===== src/rtl/branch_predict_unit.sv =====
// Fetch-stage branch predictor: pre-decodes JAL/JALR/B-type, predicts direction from a
// 2-bit counter table trained by execute, and predicts returns from a return-address stack.
module branch_predict_unit #(
    parameter int unsigned BHT_ENTRIES = 64,
    parameter int unsigned RAS_DEPTH   = 4
) (
    input  logic        clk,
    input  logic        rst_n,
    input  logic        fetch_valid,
    input  logic [31:0] fetch_pc,
    input  logic [31:0] fetch_instr,
    input  logic        flush,
    input  logic        upd_valid,
    input  logic [31:0] upd_pc,
    input  logic        upd_taken,
    output logic        pred_cf,
    output logic        pred_taken,
    output logic [31:0] pred_target,
    output logic        ras_empty
);

    localparam int unsigned IDX = $clog2(BHT_ENTRIES);
    localparam int unsigned PW  = (RAS_DEPTH > 1) ? $clog2(RAS_DEPTH) : 1;
    localparam int unsigned CW  = $clog2(RAS_DEPTH + 1);

    localparam logic [6:0] OP_JAL  = 7'b1101111;
    localparam logic [6:0] OP_JALR = 7'b1100111;
    localparam logic [6:0] OP_BR   = 7'b1100011;

    logic [1:0]     r_bht [BHT_ENTRIES];
    logic [31:0]    r_ras [RAS_DEPTH];
    logic [PW-1:0]  r_top;
    logic [CW-1:0]  r_count;

    logic [6:0]     w_opcode;
    logic [4:0]     w_rd;
    logic [4:0]     w_rs1;
    logic [31:0]    w_imm_j;
    logic [31:0]    w_imm_b;
    logic           w_is_jal;
    logic           w_is_jalr;
    logic           w_is_br;
    logic           w_link_rd;
    logic           w_link_rs1;
    logic [IDX-1:0] w_bht_idx;
    logic [IDX-1:0] w_upd_idx;
    logic           w_nonempty;
    logic [31:0]    w_top_val;
    logic [31:0]    w_link_addr;
    logic [PW-1:0]  w_top_inc;
    logic [PW-1:0]  w_top_dec;
    logic [31:0]    w_target;
    logic           w_push;
    logic           w_pop;
    logic           w_unused_upd;

    // Pre-decode of the fetched word
    assign w_opcode   = fetch_instr[6:0];
    assign w_rd       = fetch_instr[11:7];
    assign w_rs1      = fetch_instr[19:15];
    assign w_imm_j    = {{11{fetch_instr[31]}}, fetch_instr[31], fetch_instr[19:12],
                         fetch_instr[20], fetch_instr[30:21], 1'b0};
    assign w_imm_b    = {{19{fetch_instr[31]}}, fetch_instr[31], fetch_instr[7],
                         fetch_instr[30:25], fetch_instr[11:8], 1'b0};
    assign w_is_jal   = fetch_valid && (w_opcode == OP_JAL);
    assign w_is_jalr  = fetch_valid && (w_opcode == OP_JALR);
    assign w_is_br    = fetch_valid && (w_opcode == OP_BR);
    assign w_link_rd  = (w_rd == 5'd1) || (w_rd == 5'd5);
    assign w_link_rs1 = (w_rs1 == 5'd1) || (w_rs1 == 5'd5);

    assign w_bht_idx    = fetch_pc[IDX+1:2];
    assign w_upd_idx    = upd_pc[IDX+1:2];
    assign w_unused_upd = ^{upd_pc[31:IDX+2], upd_pc[1:0]};

    assign w_nonempty  = (r_count != '0);
    assign w_top_val   = r_ras[r_top];
    assign w_link_addr = fetch_pc + 32'd4;
    assign w_top_inc   = (r_top == PW'(RAS_DEPTH - 1)) ? '0 : r_top + PW'(1);
    assign w_top_dec   = (r_top == '0) ? PW'(RAS_DEPTH - 1) : r_top - PW'(1);
    assign ras_empty   = !w_nonempty;

    // Prediction and RAS request generation
    always_comb begin
        pred_cf    = 1'b0;
        pred_taken = 1'b0;
        w_target   = '0;
        w_push     = 1'b0;
        w_pop      = 1'b0;
        if (w_is_jal) begin
            pred_cf    = 1'b1;
            pred_taken = 1'b1;
            w_target   = fetch_pc + w_imm_j;
            w_push     = w_link_rd;
        end else if (w_is_br) begin
            pred_cf    = 1'b1;
            pred_taken = r_bht[w_bht_idx][1];
            w_target   = fetch_pc + w_imm_b;
        end else if (w_is_jalr) begin
            pred_cf = 1'b1;
            if (!w_link_rd && w_link_rs1) begin
                w_pop      = 1'b1;
                pred_taken = w_nonempty;
                w_target   = w_top_val;
            end else if (w_link_rd && !w_link_rs1) begin
                w_push = 1'b1;
            end else if (w_link_rd && w_link_rs1) begin
                w_push = 1'b1;
                if (w_rd != w_rs1) begin
                    w_pop      = 1'b1;
                    pred_taken = w_nonempty;
                    w_target   = w_top_val;
                end
            end
        end
    end

    assign pred_target = pred_taken ? w_target : '0;

    // Return-address stack; flush wins over any same-cycle push/pop
    always_ff @(posedge clk or negedge rst_n) begin
        if (!rst_n) begin
            r_top   <= '0;
            r_count <= '0;
            for (int i = 0; i < int'(RAS_DEPTH); i++) begin
                r_ras[i] <= '0;
            end
        end else if (flush) begin
            r_top   <= '0;
            r_count <= '0;
        end else if (w_push && w_pop && w_nonempty) begin
            r_ras[r_top] <= w_link_addr;
        end else if (w_push) begin
            r_top          <= w_top_inc;
            r_ras[w_top_inc] <= w_link_addr;
            if (r_count != CW'(RAS_DEPTH)) begin
                r_count <= r_count + CW'(1);
            end
        end else if (w_pop && w_nonempty) begin
            r_top   <= w_top_dec;
            r_count <= r_count - CW'(1);
        end
    end

    // Direction counters trained by resolved branches
    always_ff @(posedge clk or negedge rst_n) begin
        if (!rst_n) begin
            for (int i = 0; i < int'(BHT_ENTRIES); i++) begin
                r_bht[i] <= 2'b01;
            end
        end else if (upd_valid) begin
            if (upd_taken && (r_bht[w_upd_idx] != 2'b11)) begin
                r_bht[w_upd_idx] <= r_bht[w_upd_idx] + 2'd1;
            end else if (!upd_taken && (r_bht[w_upd_idx] != 2'b00)) begin
                r_bht[w_upd_idx] <= r_bht[w_upd_idx] - 2'd1;
            end
        end
    end

endmodule


===== config.mk =====
export PLATFORM = sky130hd
export DESIGN_NAME = branch_predict_unit
export DESIGN_NICKNAME = d
export VERILOG_FILES = /design/src/rtl/branch_predict_unit.sv
export SDC_FILE = /design/constraint.sdc
export NUM_CORES = 1
export LEC_CHECK = 0
export CAP_MARGIN = 15
export CORE_MARGIN = 2
export CORE_UTILIZATION = 55
export DETAILED_ROUTE_END_ITERATION = 12
export DONT_BUFFER_PORTS = 1
export GPL_TIMING_DRIVEN = 0
export PLACE_DENSITY = 0.7
export SETUP_SLACK_MARGIN = 0.3
export SYNTH_ARGS = -nofsm -noshare
export SYNTH_HDL_FRONTEND = slang
export SYNTH_SLANG_ARGS = --single-unit

===== constraint.sdc =====
create_clock -name clk -period 5.58 [get_ports clk]
set_input_delay 1.395 -clock clk [delete_from_list [all_inputs] [get_ports clk]]
set_output_delay 1.395 -clock clk [all_outputs]
set_load 0.02 [all_outputs]

# Word-level counts from Yosys, hierarchy flattened
# Index checks and enable logic that the tools add are counted.
# word_totals
regBits,261
latchBits,0
ramBits,0
rom_bits,0
in_bits,102
out_inout_bits,35
wordCells,199
mem_count,0
# classes
add_sub_neg,9
multipliers,0
n_div,0
order_cmp,7
eq_ne,13
shift,0
n_mux,65
bitwise,5
n_reduce_logical,30
# ops
op,count
bitwise mux 128 bit,4
two-way mux 128 bit,4
two-way mux 32 bit,12
demux 32 bit (select 2 bit),2
adder 32 bit,2
binary-select mux 32 bit (select 2 bit),1
adder 32 x 3 -> 32 bit (second input constant),1
binary-select mux 2 bit (select 6 bit),2
two-way mux 1 bit,23
two-way mux 2 bit,11
== test 7 bit (second input constant),3
two-way mux 3 bit,5
greater-or-equal comparator 7 bit (second input constant),2
logical AND 1 bit,14
NOT 6 -> 7 bit,2
demux 2 bit (select 6 bit),1
== test 5 x 1 -> 1 bit (second input constant),2
== test 5 x 3 -> 1 bit (second input constant),2
less-than comparator 7 x 1 -> 1 bit (second input constant),1
greater-or-equal comparator 3 bit (second input constant),2
less-than comparator 3 x 1 -> 1 bit (second input constant),2
NOT 2 -> 3 bit,2
AND reduction 2 bit,3
nonzero test 2 bit,3
other kinds (15),23

# Logic depth before layout (Yosys ltp)
# logic_depth
ltp_word,14
depth_mapped,21
depth_no_buf,17

# Least setup slack after synthesis
# No wires, ideal clock.
# synth_path
path_type,input port to output port
startpoint,input fetch_pc[1]
endpoint,output pred_target[9]
arrival_time_ps,4198
required_time_ps,4185
slack_ps,-13
stages,10
path_buffers,0
path_cell_list,ha_1 -> fa_1 -> a211oi_1 -> o21ai_0 -> nor2b_1 -> and2_1 -> o21a_1 -> a21oi_1 -> o21ai_0 -> a2111oi_0
# synth_between
elab_chain_cells,4
elab_cells_between_ends,5
cone_classes,add/sub (2); mux (3)
# synth_lines
item,line,text
start: declaration,10,"input logic [31:0] fetch_pc,"
adder 32 bit,97,w_target = fetch_pc + w_imm_b;
two-way mux 32 bit,94,end else if (w_is_br) begin
two-way mux 32 bit *,89,if (w_is_jal) begin
two-way mux 32 bit *,117,assign pred_target = pred_taken ? w_target : '0;
end: declaration,18,"output logic [31:0] pred_target,"
# Every way passes the cells marked *; elsewhere a longest branch is shown, timed or not.

# Worst setup path in the final report
# layout_path
startpoint,input fetch_pc[8]
endpoint,output pred_target[30]
# The elaborated chain is that of the path after synthesis.

==> metrics.txt <==
Yosys Warn Count=0; Post-route DRC=0; Port Buffers=0; Syn Area/Cell=9.56 um2; Worst Setup EP=pred_target[30]; area grow syn2layout=16.3%; Final Wtd Congestion=0.969; post-synthesis sequential area ratio=between 40% and 50%; Post-Synth XOR/XNOR Area=4.28%; Pins Over Slew Limit=0; Relative slew margins=roughly a third; RR Endpoint=r_bht[61]; # clock sinks=261; Die Y=about 180 um; pre-CTS WS=-0.583 ns; startpoint types=primary input; Worst Path Arrival=3.98 ns; maximum vdd drop=0.212 mV; total track usage=34.2%; CTS max path bufs=3; most common cell after layout, fill and taps aside=nor2_1; fin nets=1915; die width=approximately 180 um; root buffer cell=clkbuf_16; vias per inst=approximately 6.6; Worst Max-Slew Pin Slew=roughly 1.0 ns; # diodes=0; clk_lat worst skew=0.57 ns; cell area after synthesis=around 16000 um2; Max Clock Freq=186 MHz; Pwr Density=around 270 nW/um2; clk slew on worst S/H paths=0.06 ns; core area=28800 um2; Routed WL per cell=24.7 um; initial antenna violation count=3; Leakage=slightly below 8 nW; final hold vios=0; post-route ant nets=0; die area=~31000 um2; fraction of layout cells with a size suffix above 1=27.1%; FP Rows=62; mux cell area share after synthesis=13.6%; compound-gate portion of the synthesized area=18.8%; largest fanout on the critical path=5; CP max stage delay=approximately 0.42 ns; Critical Path RT=4.18 ns; final critical-path setup slack=0.209 ns; largest net degree at the start of global routing=262; CTS tree=done; Core Util, Final=roughly two thirds; first-pass GRT wire length=about 80000 um; Worst Setup SP=fetch_pc[8]; Mapped Nets=between 1500 and 2000; asr flop ratio synth=between 90% and 100%; Final Non-Filler Cells=2165; initial core utilization=56.1%; Crit-path slowest cell=or4_1; Setup CP Type=primary input to output port; simple-gate share of the synthesized area=14.6%; most frequent CP cell=a21oi_4; Design Power=a little over 5 mW; commonest non-fill, non-tap cells in the layout=nor2_1, a21oi_1, dfrtp_1, mux2_2, nand2_1; max-cap viol count=0; number of global-route vias before repair=13600; Gate Count Post-Synth=1691; drt pass-1 iters=6; WL final=53500 um; EDFF count, synth=0; Hold Path Class=flip-flop to flip-flop; Detailed Place HPWL=37500 um; DR iter-0 viols=1628; minimum clock period=5.37 ns; status=completed; post-synth cell types=77; R2R depth=13; DR vias=14300; main combinational cell family by area after synthesis=compound AO/OA/AOI/OAI gates; H-tree depth=1; CP Cell Sequence=ha_1 -> clkbuf_8 -> o21a_1 -> a21oi_4 -> a21boi_4 -> a31oi_4 -> a221oi_4 -> buf_6 -> nor3_4 -> or4_1 -> a32oi_2 -> a21oi_4; I/O pin count=~140; # placed instances=2075; # hold bufs at CTS=0; Setup Viol. Count Final=0; Primary FF master, synth=dfrtp_1; #FFs+latches synth=261; RSZ-0062 raised after global routing=yes; total grt overflow=0; Worst setup EP type=output port; reg-to-reg setup timing slack=1.41 ns; Final period util=96.2%; Final Skew=0.0344 ns; cts bufs inserted=28; Adder-Cell Fraction of Synth Area=under 10%
## layout make-up
cell class	count	area, um2
Tap cell	384	480
Timing Repair Buffer	39	312
Buffer	103	604
Inverter	15	56.3
Sequential cell	261	6610
Clock buffer	37	815
Multi-Input combinational cell	1311	9740
Clock inverter	15	164
Fill cell	2306	9990
## metrics by stage
step	setup TNS, ns	hold slack [ns]	cell area, um2
after global placement	-37.51	0.464	16700
final	0	0.480	18800
after detailed placement	-45.58	0.473	16700
after CTS	0	0.482	18200
after floorplan	0	0.453	16200
after global routing	0	0.511	18800
## worst max-delay path: cells and delay by family
kind	cells	cell delay [ns]
fa+ha+maj	1	0.28
buf+inv	2	0.32
simple gates	2	0.46
compound gates	7	1.53
## kinds of logic (layout without fill, tap and decap cells)
family,count (synthesis),count (layout)
flip-flops,261,261
XOR/XNOR,79,79
AO/OA/AOI/OAI,490,490
adder cells (fa/ha/maj),54,54
AND/OR/NAND/NOR,538,538
multiplexers,150,150
buffers and inverters,119,209
## cell usage after synthesis (15+ instances only)
library cell | number | share of area (%)
ha_1 | 51 | 3.9
nor2_1 | 314 | 7.3
o21ai_0 | 54 | 1.7
xnor2_1 | 41 | 2.2
a21oi_1 | 244 | 7.6
a211oi_1 | 17 | 0.79
nand3_1 | 31 | 0.96
inv_1 | 15 | 0.35
dfstp_2 | 64 | 10
nand2_1 | 77 | 1.8
mux4_2 | 47 | 6.6
dfrtp_1 | 197 | 31
mux2i_1 | 19 | 1.2
xor2_1 | 38 | 2.1
nor3_1 | 21 | 0.65
o22ai_1 | 18 | 0.70
a21o_1 | 22 | 1.0
and3_1 | 17 | 0.66
a22oi_1 | 35 | 1.6
clkbuf_1 | 47 | 1.1
buf_2 | 33 | 1.0
mux2_2 | 80 | 5.6
## metal layers
layer,routed length [um],track usage [%]
met1,23100,51.4
met2,22800,49.0
met3,6130,8.87
met4,1500,9.62
met5,0,0
## worst min path at each step
stage                            to  slack, ns  cells past startpoint
final                     flip-flop       0.48                      2
after global routing      flip-flop       0.51                      2
after CTS                 flip-flop       0.48                      2
after detailed placement  flip-flop       0.47                      2
after global placement    r_ras[99]       0.46                      1
after floorplan           r_ras[65]       0.45                      1
## timing repair
| item | in CTS | in global routing |
|---|---|---|
| buffers inserted | 19 | 20 |
| pin swaps | 40 | 55 |
| gates cloned | 0 | 0 |
| endpoints found under the setup margin | 97 | 153 |
| gates resized for setup | 82 | 134 |
## report_power, final
part           switching (mW)  internal (mW)
Combinational           0.551          0.425
Clock                   0.779           1.16
Sequential              0.120           2.11
Power figures use the tool's default switching activity.
